==> config.mk <==
export PLATFORM = sky130hd
export DESIGN_NAME = reg_transfer_bank
export DESIGN_NICKNAME = d
export VERILOG_FILES = /design/src/rtl/reg_transfer_bank.sv
export SDC_FILE = /design/constraint.sdc
export NUM_CORES = 1
export LEC_CHECK = 0
export BUFFER_PORTS_ARGS = -buffer_cell sky130_fd_sc_hd__buf_2
export CAP_MARGIN = 20
export CORE_ASPECT_RATIO = 1.25
export CORE_MARGIN = 2
export CORE_UTILIZATION = 54
export DETAILED_ROUTE_END_ITERATION = 10
export PLACE_DENSITY = 0.82
export SLEW_MARGIN = 20
export SYNTH_ARGS = -nofsm -noshare
export SYNTH_HDL_FRONTEND = slang
export SYNTH_SLANG_ARGS = --single-unit
==> constraint.sdc <==
create_clock -name CLK -period 2.5 [get_ports CLK]
set_input_delay 0.25 -clock CLK [delete_from_list [all_inputs] [get_ports CLK]]
set_output_delay 0.25 -clock CLK [all_outputs]
set_load 0.02 [all_outputs]
==> src/rtl/reg_transfer_bank.sv <==
// reg_transfer_bank
//   A bank of DEPTH registers, each WIDTH bits wide. It performs register-transfer
//   operations under a Start/Ready/Done handshake and has one combinational read port.
//
//   Ops:
//     000 NOP
//     001 LOAD  R[Dst] <= D
//     010 MOVE  R[Dst] <= R[Src]
//     011 SWAP  exchanges R[Src] and R[Dst] through TMP (multi-cycle)
//     100 ROTL  rotate left  (only when RTB_ROTATE_EN is defined, otherwise NOP)
//     101 ROTR  rotate right (only when RTB_ROTATE_EN is defined, otherwise NOP)
//     11x NOP
//
//   Build option: RTB_ROTATE_EN enables ROTL/ROTR.
//
//   Ports:
//     CLK     rising-edge clock
//     nRST    asynchronous active-low reset
//     Start   op request, accepted when Start && Ready
//     Op      op code
//     Src     source register index (AW bits)
//     Dst     destination register index (AW bits)
//     D       load data (WIDTH bits)
//     RdAddr  read-port index (AW bits)
//     Q       R[RdAddr], combinational; 0 for an index >= DEPTH
//     Ready   high while idle
//     Done    registered one-cycle pulse in the cycle after an op's last write
//
//   state | meaning
//   IDLE  | waiting for Start; single-cycle ops complete here
//   SW_T  | TMP holds old R[Src]; next edge writes R[Src] <= R[Dst]
//   SW_A  | next edge writes R[Dst] <= TMP
//   SW_B  | Done high; next edge returns to IDLE
module reg_transfer_bank #(
   parameter  int WIDTH = 3,
   parameter  int DEPTH = 4,
   localparam int AW    = (DEPTH > 1) ? $clog2(DEPTH) : 1
) (
   input  logic             CLK,
   input  logic             nRST,
   input  logic             Start,
   input  logic [2:0]       Op,
   input  logic [AW-1:0]    Src,
   input  logic [AW-1:0]    Dst,
   input  logic [WIDTH-1:0] D,
   input  logic [AW-1:0]    RdAddr,
   output logic [WIDTH-1:0] Q,
   output logic             Ready,
   output logic             Done
);

   localparam logic [2:0] OP_LOAD = 3'b001;
   localparam logic [2:0] OP_MOVE = 3'b010;
   localparam logic [2:0] OP_SWAP = 3'b011;
`ifdef RTB_ROTATE_EN
   localparam logic [2:0] OP_ROTL = 3'b100;
   localparam logic [2:0] OP_ROTR = 3'b101;
`endif

   typedef enum logic [1:0] {
      IDLE = 2'd0,
      SW_T = 2'd1,
      SW_A = 2'd2,
      SW_B = 2'd3
   } state_t;

   state_t           state;
   logic [WIDTH-1:0] r [DEPTH];
   logic [WIDTH-1:0] tmp;
   logic [AW-1:0]    src_q;
   logic [AW-1:0]    dst_q;

   // Out-of-range indices read as zero and have their writes dropped.
   logic             src_ok, dst_ok, dst_q_ok, src_q_ok, rd_ok;
   logic [WIDTH-1:0] rd_src, rd_dst, rd_dst_q;

   always_comb begin
      src_ok   = (int'(Src)    < DEPTH);
      dst_ok   = (int'(Dst)    < DEPTH);
      src_q_ok = (int'(src_q)  < DEPTH);
      dst_q_ok = (int'(dst_q)  < DEPTH);
      rd_ok    = (int'(RdAddr) < DEPTH);
      rd_src   = src_ok   ? r[Src]    : '0;
      rd_dst   = dst_ok   ? r[Dst]    : '0;
      rd_dst_q = dst_q_ok ? r[dst_q]  : '0;
      Q        = rd_ok    ? r[RdAddr] : '0;
   end

`ifdef RTB_ROTATE_EN
   // Built bit by bit so that WIDTH==1 degenerates to the identity.
   function automatic logic [WIDTH-1:0] rotl(input logic [WIDTH-1:0] v);
      logic [WIDTH-1:0] o;
      o = '0;
      for (int i = 0; i < WIDTH; i++) o[(i + 1) % WIDTH] = v[i];
      return o;
   endfunction

   function automatic logic [WIDTH-1:0] rotr(input logic [WIDTH-1:0] v);
      logic [WIDTH-1:0] o;
      o = '0;
      for (int i = 0; i < WIDTH; i++) o[i] = v[(i + 1) % WIDTH];
      return o;
   endfunction
`endif

   always_ff @(posedge CLK or negedge nRST) begin
      if (!nRST) begin
         for (int i = 0; i < DEPTH; i++) r[i] <= '0;
         tmp   <= '0;
         src_q <= '0;
         dst_q <= '0;
         state <= IDLE;
         Ready <= 1'b1;
         Done  <= 1'b0;
      end else begin
         Done <= 1'b0;
         case (state)
            IDLE: begin
               if (Start && Ready) begin
                  src_q <= Src;
                  dst_q <= Dst;
                  case (Op)
                     OP_LOAD: begin
                        if (dst_ok) r[Dst] <= D;
                        Done <= 1'b1;
                     end
                     OP_MOVE: begin
                        if (dst_ok) r[Dst] <= rd_src;
                        Done <= 1'b1;
                     end
                     OP_SWAP: begin
                        tmp   <= rd_src;
                        state <= SW_T;
                        Ready <= 1'b0;
                     end
`ifdef RTB_ROTATE_EN
                     OP_ROTL: begin
                        if (dst_ok) r[Dst] <= rotl(rd_dst);
                        Done <= 1'b1;
                     end
                     OP_ROTR: begin
                        if (dst_ok) r[Dst] <= rotr(rd_dst);
                        Done <= 1'b1;
                     end
`endif
                     default: ;
                  endcase
               end
            end
            SW_T: begin
               if (src_q_ok) r[src_q] <= rd_dst_q;
               state <= SW_A;
            end
            SW_A: begin
               if (dst_q_ok) r[dst_q] <= tmp;
               Done  <= 1'b1;
               state <= SW_B;
            end
            SW_B: begin
               Ready <= 1'b1;
               state <= IDLE;
            end
            default: begin
               Ready <= 1'b1;
               state <= IDLE;
            end
         endcase
      end
   end

`ifndef RTB_ROTATE_EN
   // rd_dst only feeds the rotate ops.
   logic unused_ok;
   assign unused_ok = ^{rd_dst, 1'b0};
`endif

endmodule
==> results of run 1 <==
==> cells in the mapped netlist (all sizes together) <==
cell type / n / area share
a211oi: 1 / 0.0036
a21o: 1 / 0.0036
a21oi: 14 / 0.034
a221oi: 4 / 0.017
a31oi: 7 / 0.021
a32o: 2 / 0.0097
a32oi: 2 / 0.0085
a41oi: 1 / 0.0042
and2: 4 / 0.013
and3: 2 / 0.0061
buf: 8 / 0.019
clkbuf: 7 / 0.013
dfrtp: 22 / 0.27
dfstp: 1 / 0.013
ha: 5 / 0.030
inv: 5 / 0.0091
mux2: 18 / 0.10
mux2i: 6 / 0.029
mux4: 6 / 0.071
nand2: 19 / 0.035
nand2b: 7 / 0.021
nand3: 6 / 0.015
nand3b: 4 / 0.015
nand4: 7 / 0.021
nand4b: 2 / 0.0085
nor2: 18 / 0.033
nor2b: 6 / 0.018
nor3: 4 / 0.0097
nor3b: 1 / 0.0036
nor4: 1 / 0.0030
nor4bb: 1 / 0.0048
o211ai: 4 / 0.015
o21a: 3 / 0.011
o21ai: 15 / 0.036
o221a: 5 / 0.027
o22a: 2 / 0.0091
o22ai: 2 / 0.0061
o31ai: 1 / 0.0036
o32a: 1 / 0.0048
o41ai: 1 / 0.013
or2: 3 / 0.0091
or3: 1 / 0.0030
xnor2: 1 / 0.0042
==> where the power goes <==
part	switching, mW	total, mW	internal (mW)
Combinational	0.0483	0.0905	0.0422
Clock	0.126	0.240	0.114
Sequential	0.0104	0.387	0.377
==> cell type report <==
cell class	instances	area, um2	area share
inverters	5	18.8	0.00847
repair buffers	22	120	0.0542
well taps	40	50.0	0.0226
flip-flops and latches	23	577	0.260
clock buffers	4	45.0	0.0203
multi-input cells	188	1400	0.634
==> routing by layer <==
layer  vias to the layer above  global-route usage  share of wire
met1                       921               0.380           0.42
met3                        11              0.0177          0.059
met5                         -                   0              0
li1                        913                   -              -
met4                         0              0.0909          0.026
met2                        93               0.436           0.49
==> worst reg2reg max path, delay by kind of cell, from the launching register on <==
kind / cells / cell delay (ns)
AOI/OAI and AO/OA: 3 / 1.09
adders and majority gates: 1 / 0.26
DFF: 1 / 0.41
and+or+nand+nor: 1 / 0.43
==> kinds of logic after synthesis <==
group                      count (synthesis)  share of synthesized area
AOI/OAI and AO/OA                         66                      0.228
xor gates and xnor gates                   1                    0.00424
adders and majority gates                  5                     0.0303
buffers and inverters                     20                     0.0412
DFF                                       23                      0.279
muxes                                     30                      0.200
and+or+nand+nor                           86                      0.217
==> stage by stage <==
stage,power (mW),setup slack [ns],cell area [um2]
after global placement,0.481,0.360,2160
after detailed placement,0.482,0.283,2160
after CTS,0.717,0.243,2210
after floorplan,0.440,0.702,2070
final,0.718,0.199,2210
after global routing,0.738,0.0856,2210
==> worst paths after layout <==
kind	slack, ns	endpoint
max	0.20	flip-flop
min	0.23	Done
max reg2reg	0.20	flip-flop
min reg2reg	0.51	Ready
max in group asynchronous	1.66	Ready
min in group asynchronous	0.48	Done
==> results.ini, run 1 <==
[clock_network]
cts_buffers = 3
path_clk_slew_ns = 0.09
ctsHoldBuffers = 1
htreeDepth = 1
clkLatencyLatePin_ns = 0.27
cts_setup_buffers = 0
post_cts_resized = 0
cts_root_buffer = clkbuf_8
clockBufferDepth = 2
cts_num_sinks = 23
tritoncts = yes

[worst_setup_path]
critPathKind = reg2reg
critPathTopFamily = compound AO/OA/AOI/OAI gates
cp_slowest_cell = o41ai_4
crit_fanout = 16
path_cells = ha_1 -> o41ai_4 -> and2_1 -> o211ai_1 -> o221a_2
r2r_start = state[0]
critPathLaunch = state[0]
critPathCaptureType = flip-flop
r2r_cells = 5
critPathLaunchType = flip-flop
worst_path_largest_cell_delay_ns = 0.77
critPathBufInv = 0
required_ns = 2.66
crit_cells = 5
crit_arrival_ns = 2.46

[floorplan]
die_h_um = 73.2
initial_utilization = 0.555
io_pins = 20
die_w_um = 59.3
dieArea_mm2 = 0.00434
coreArea_mm2 = 0.00372
num_rows = 25

[sta]
worstMarginPinSlew_ns = 0.797
max_freq_ghz = 0.435
maxSlewViolCount = 0
fin_crit_sh = 0.920
post-route-min-period_ns = 2.30
hold_viol = 0
rsz0062_at_grt = no
fin_setup_tns_ns = 0
setup_viol_count_final = 0
clock_skew_ns = 0.00618
holdWs_ns = 0.234
relSlewSlack = 0.467

[drt]
via_count = 1938
viasPerCell = 6.87
drtAntennaViolNets = 0
drc = 0
firstDrtPassIters = 4
wire_per_inst_um = 19.1
routed_wl_mm = 5.38
drt_iter0_drc = 135

[layout]
final_common_cell = dfrtp_1
fillers = 309
final_cell_mix = dfrtp_1, nand2_1, buf_2
num_antenna_cells = 0
drive_above_1_share = 0.236
areaGrowthSynthToFinish_pct = 7.21
fin_util = 0.595
fin_cells = 282
num-nets-final = 263

[synth]
netlist_area_mm2 = 0.00207
ys_ff_latch = 23
avgSynthCellArea_um2 = 8.94
synth.yosys.seq_area_share = 0.279
yosysWarningCount = 0
synthCells = 231
ys_types = 48
syn_nets = 251

[placed_design]
finalWeightedCongestion = 0.902
dp_hpwl_mm = 3.95
port-buffer-count = 19
placed_cells = 277

[worst_hold_path]
hp-start = Op[2]
holdPathStages = 2
hp-class = in2reg

[global_routing]
grtUsageTotal = 0.270
grt_pass1_wl_mm = 8.89
grt_pass1_vias = 1723
grt-ovfl-total = 0
antenna_found_initial = 0
grt_max_degree = 24

[job]
maxCapViolCount = 0

[status]
status = complete, no violations

[power_and_ir_drop]
p_per_area_mw_per_mm2 = 324
vdd_drop_max_v = 0.000226
leakage_nw = 0.909

No activity file was read; power rests on OpenSTA's default activity.
==> run 2: changes to the inputs <==
- CORE_UTILIZATION: 54 -> 50
- PLACE_DENSITY: 0.82 -> 0.77
==> results.ini, run 2 (synthesis gave the netlist of run 1 again) <==
[layout]
fin_util = 0.557  ; -0.0382
final_common_cell = dfrtp_1
final_cell_mix = dfrtp_1, nand2_1, buf_2
num_antenna_cells = 0  ; unchanged
fin_cells = 299  ; +6.0%
fillers = 378  ; +22%
areaGrowthSynthToFinish_pct = 8.72
drive_above_1_share = 0.243  ; +0.00726
register_area_um2 = 577  ; unchanged
multiInputGateArea_mm2 = 0.00140  ; unchanged
num-nets-final = 264  ; +0.38%

[global_routing]
antenna_found_initial = 0  ; unchanged
grt_pass1_wl_mm = 9.44  ; +6.2%
grt_max_degree = 24  ; unchanged
grt-ovfl-total = 0  ; unchanged
grtUsageTotal = 0.279  ; +0.00946
grt_pass1_vias = 1863  ; +8.1%

[power_and_ir_drop]
p_sw_frac = 0.279  ; +0.0212
switchingPower_mw = 0.206  ; +11%
p_per_area_mw_per_mm2 = 328  ; +1.2%
seq_power_share = 0.527  ; -0.012
vdd_drop_max_v = 0.000347  ; +54%
intPower_mw = 0.532  ; -0.26%
pwr-share-clk = 0.349  ; +0.014
p_comb_frac = 0.124  ; -0.002
leakage_nw = 0.914  ; +0.50%

[sta]
maxSlewViolCount = 0  ; unchanged
clock_skew_ns = 0.00163  ; -0.00455 ns
hold_viol = 0  ; unchanged
fin_crit_sh = 0.846  ; -0.0742
relSlewSlack = 0.552  ; +0.0850
setup_viol_count_final = 0  ; unchanged
worstMarginPinSlew_ns = 0.672  ; -0.125 ns
fin_setup_tns_ns = 0  ; unchanged
post-route-min-period_ns = 2.12  ; -0.186 ns
max_freq_ghz = 0.473  ; +8.8%
rsz0062_at_grt = no

[clock_network]
cts_num_sinks = 23  ; unchanged
cts_buffers = 3  ; unchanged
cts_root_buffer = clkbuf_8
clkLatencyLatePin_ns = 0.28  ; about the same
clockBufferDepth = 2  ; unchanged
path_clk_slew_ns = 0.09  ; about the same
tritoncts = yes
htreeDepth = 1  ; unchanged

[worst_setup_path]
r2r_start = state[0]
critPathLaunchType = flip-flop
critPathCaptureType = flip-flop
r2r_slack_ns = 0.38  ; +0.19 ns
required_ns = 2.65  ; about the same
critPathKind = reg2reg
crit_arrival_ns = 2.26  ; -0.20 ns
critPathLaunch = state[0]
r2r_cells = 6  ; +1
crit_fanout = 10  ; -6

[placed_design]
finalWeightedCongestion = 1.04  ; +16%
placed_cells = 294  ; +6.1%
port-buffer-count = 19  ; unchanged
dp_hpwl_mm = 4.30  ; +8.9%

[floorplan]
dieArea_mm2 = 0.00466  ; +7.5%
die_h_um = 75.9  ; +3.7%
io_pins = 20  ; unchanged
die_w_um = 61.5  ; +3.7%
num_rows = 26  ; +4.0%
coreArea_mm2 = 0.00403  ; +8.4%
initial_utilization = 0.512  ; -0.0429

[drt]
drt_iter0_drc = 223  ; +65%
wire_per_inst_um = 19.9  ; +4.3%
drtAntennaViolNets = 0  ; unchanged
viasPerCell = 6.90  ; +0.40%
via_count = 2063  ; +6.4%
firstDrtPassIters = 5  ; +1
routed_wl_mm = 5.95  ; +11%
drc = 0  ; unchanged

[worst_hold_path]
hp-class = in2reg

[status]
status = complete, no violations

[job]
maxCapViolCount = 0  ; unchanged

## run 2: worst max-delay path, stage by stage (launching register included)
cell and delay (ns):
dfrtp_1 0.41, ha_1 0.26, o41ai_4 0.59, buf_4 0.28
nand4b_1 0.13, o22ai_1 0.24, a31oi_1 0.07
## run 2: power by group through the flow
stage          registers, mW  clock network [mW]  logic, mW
2_1_floorplan          0.389                   0     0.0508
3_3_place_gp           0.394                   0     0.0875
3_5_place_dp           0.394                   0     0.0891
4_1_cts                0.387               0.252     0.0907
5_1_grt                0.388               0.266     0.0995
6_report               0.388               0.258     0.0911
## run 2: final cells by class
cell class,count,area share
well taps,56,0.0312
repair buffers,23,0.0568
clock buffers,3,0.0184
inverters,5,0.00836
clock inverters,1,0.00334
multi-input cells,188,0.625
flip-flops and latches,23,0.257
## run 2: timing repair
| action | 4_1_cts | 5_1_grt |
|---|---|---|
| hold buffers | 1 | 0 |
| buffers inserted | 0 | 0 |
| gates resized for setup | 0 | 0 |
| endpoints found under the hold margin | 22 | 0 |
## run 2: routing by layer
layer,track usage,share of wire,vias up
met5,0,0,-
met4,0.163,0.063,0
met3,0.0357,0.092,37
met2,0.434,0.47,163
met1,0.369,0.38,949
li1,-,-,914
## run 2: how the worst min path moves through the flow
| stage | slack, ns | startpoint | endpoint | cells past startpoint |
|---|---|---|---|---|
| final | 0.23 | Op[2] | Done | 2 |
| after global routing | 0.22 | Op[2] | Done | 2 |
| after CTS | 0.23 | Op[2] | Done | 2 |
| after detailed placement | 0.26 | nRST | state[0] | 1 |
| after global placement | 0.26 | nRST | state[0] | 1 |
| after floorplan | -0.05 | nRST | Done | 0 |
## run 2: through the flow
step	setup slack (ns)	cell area [um2]	hold slack (ns)	power (mW)
finish	0.385	2250	0.225	0.737
floorplan	0.702	2070	-0.0456	0.440
global route	0.311	2250	0.224	0.753
detailed placement	0.455	2190	0.258	0.483
CTS	0.435	2250	0.228	0.730
global placement	0.500	2190	0.258	0.482
==> run 3: changes to the inputs <==
- ABC_AREA: not set -> 1
- PLACE_DENSITY: 0.77 -> 0.8
- clock period: 2.5 -> 1.9 ns (I/O delays scaled with it)
==> results.ini, run 3 <==
[sta]
maxSlewViolCount = 0  ; unchanged
setup_viol_count_final = 0  ; unchanged
relSlewSlack = 0.642  ; +0.0898
rsz0062_at_grt = no
worstMarginPinSlew_ns = 0.537  ; -0.135 ns
hold_viol = 0  ; unchanged
holdWs_ns = 0.205  ; -0.0202 ns
max_freq_ghz = 0.581  ; +23%
post-route-min-period_ns = 1.72  ; -0.393 ns
fin_crit_sh = 0.906  ; +0.0603
fin_setup_tns_ns = 0  ; unchanged
clock_skew_ns = 0.00931  ; +0.00768 ns

[layout]
num-nets-final = 392  ; +48%
areaGrowthSynthToFinish_pct = 8.55
drive_above_1_share = 0.0997  ; -0.143
final_cell_mix = nand2_1, inv_1, a21oi_1
num_antenna_cells = 0  ; unchanged
final_common_cell = nand2_1

[power_and_ir_drop]
vdd_drop_max_v = 0.000309  ; -11%
p_per_area_mw_per_mm2 = 405  ; +24%
leakage_nw = 1.31  ; +44%

[clock_network]
cts_buffers = 3  ; unchanged
clkLatencyLatePin_ns = 0.27  ; about the same
cts_setup_buffers = 0  ; unchanged
cts_num_sinks = 23  ; unchanged
cts_root_buffer = clkbuf_8
clockBufferDepth = 2  ; unchanged
path_clk_slew_ns = 0.09  ; about the same
htreeDepth = 1  ; unchanged
post_cts_resized = 0  ; unchanged
tritoncts = yes

[worst_hold_path]
hp-class = in2reg
holdPathStages = 3  ; +1

[global_routing]
antenna_found_initial = 0  ; unchanged
grt_pass1_vias = 2153  ; +16%
grt_pass1_wl_mm = 9.76  ; +3.4%
grtUsageTotal = 0.269  ; -0.00997
grt-ovfl-total = 0  ; unchanged
grt_max_degree = 24  ; unchanged

[synth]
yosys.area.top_type = dfrtp_1
synth-main-ff-cell = dfrtp_1
synth_edf_count = 0  ; unchanged
synthTopCellsByArea = dfrtp_1, nand2_1, a21oi_1
yosysWarningCount = 0  ; unchanged
avgSynthCellArea_um2 = 5.90  ; -34%
ys_ff_latch = 23  ; unchanged
syn_nets = 372  ; +48%
ys_async_sr_fraction = 1.00  ; unchanged
synth_common_cells = nand2_1, inv_1, a21oi_1
synth_top_cell_area_share = 0.265  ; -0.00160
ys_types = 21  ; -56%
synth.most_common_cell = nand2_1
synth.yosys.seq_area_share = 0.278  ; -0.00168
synthCells = 352  ; +52%
netlist_area_mm2 = 0.00208  ; +0.61%

[worst_setup_path]
path_cells = inv_1 -> ha_1 -> inv_1 -> nand2_1 -> nand4_1 -> nor2_1 -> a21oi_2
critPathCaptureType = flip-flop
worst_path_largest_cell_delay_ns = 0.39  ; -0.20 ns
crit_fanout = 6  ; -4
crit_arrival_ns = 1.88  ; -0.38 ns
crit_path_frequent_cell = inv_1
critPathLaunchType = flip-flop
r2r_cells = 7  ; +1
required_ns = 2.06  ; -0.59 ns
critPathKind = reg2reg
cp_slowest_cell = dfrtp_1

[drt]
drtAntennaViolNets = 0  ; unchanged
viasPerCell = 5.43  ; -21%
routed_wl_mm = 5.83  ; -2.0%
topRoutingLayerUsed = met4
drc = 0  ; unchanged
met1_length_mm = 2.35  ; +5.1%
wl_met3_um = 318  ; -42%
firstDrtPassIters = 4  ; -1
drt_iter0_drc = 109  ; -51%
wl_met2_mm = 2.94  ; +5.2%
wire_per_inst_um = 13.7  ; -31%
via_count = 2319  ; +12%

[floorplan]
initial_utilization = 0.515  ; +0.00310
io_pins = 20  ; unchanged
coreArea_mm2 = 0.00403  ; unchanged
die_h_um = 76.1  ; +0.28%
num_rows = 26  ; unchanged
die_w_um = 61.7  ; +0.28%
dieArea_mm2 = 0.00469  ; +0.57%

[placed_design]
port-buffer-count = 19  ; unchanged
finalWeightedCongestion = 1.02  ; -2.0%
dp_hpwl_mm = 4.54  ; +5.6%

[job]
maxCapViolCount = 0  ; unchanged

[status]
status = complete, no violations

[run 3: changes by cell type in the layout (fill, tap and decap cells not counted), moves of 5 or more]
cell | previous run | this run
mux2i_1 | 6 | 0
o211ai_1 | 4 | 9
nand2_1 | 19 | 139
a21oi_1 | 14 | 43
mux2_2 | 17 | 0
nand3_1 | 6 | 20
a31oi_1 | 7 | 0
inv_1 | 5 | 51
o221a_2 | 5 | 0
nand2b_1 | 7 | 0
nor2b_1 | 6 | 0
[run 3: critical path, delay by kind of cell (launching register included)]
family | cells | cell delay [ns]
fa+ha+maj | 1 | 0.38
flops | 1 | 0.39
buf+inv | 2 | 0.21
compound gates | 1 | 0.08
simple gates | 3 | 0.55
[run 3: kinds of logic (layout without fill, tap and decap cells)]
group / count (synthesis) / count (layout) / synth area share
AND/OR/NAND/NOR: 192 / 192 / 0.376
AO/OA/AOI/OAI: 73 / 73 / 0.194
buffers and inverters: 59 / 78 / 0.122
flip-flops: 23 / 23 / 0.278
adder cells (fa/ha/maj): 5 / 5 / 0.0301
[run 3: timing repair]
item                                    4_1_cts  5_1_grt
hold buffers                                  1        0
endpoints found under the hold margin        22        0
endpoints found under the setup margin        0        0
[run 3: path summary, 6_finish.rpt]
check | startpoint | end | slack [ns]
min reg2reg | Ready | Ready | 0.56
max | state[1] | flip-flop | 0.18
min | Dst[1] | dst_q[1] | 0.21
min in group asynchronous | nRST | state[1] | 0.43
max reg2reg | state[1] | flip-flop | 0.18
max in group asynchronous | nRST | tmp[0] | 1.10
[run 3: metal layers]
metal / GRT usage / vias up
met5: 0 / -
li1: - / 1156
met4: 0.130 / 0
met3: 0.0272 / 18
met1: 0.335 / 1055
met2: 0.445 / 90
[run 3: power by group]
group          total [mW]  leakage (nW)  internal, mW  switching [mW]
clock network       0.309        0.0255         0.146           0.162
logic               0.117          1.05        0.0362          0.0806
registers           0.489         0.234         0.489               0
[run 3: area by class of cell]
class	instances	area, um2
inverter	52	195
timing repair buffer	22	120
fill	468	1780
clock buffer	3	41.3
tap	56	70.1
multi-input combinational	270	1250
clock inverter	1	5.00
sequential	23	577
[run 3: through the flow]
stage	setup WS, ns	std cells	utilization	total power, mW	instance area (um2)
floorplan	0.428	352	-	0.567	2080
global placement	0.305	422	0.545	0.611	2200
detailed placement	0.243	422	0.545	0.613	2200
CTS	0.197	427	0.559	0.918	2260
global route	0.0485	427	0.559	0.947	2260
finish	0.178	427	0.559	0.915	2260
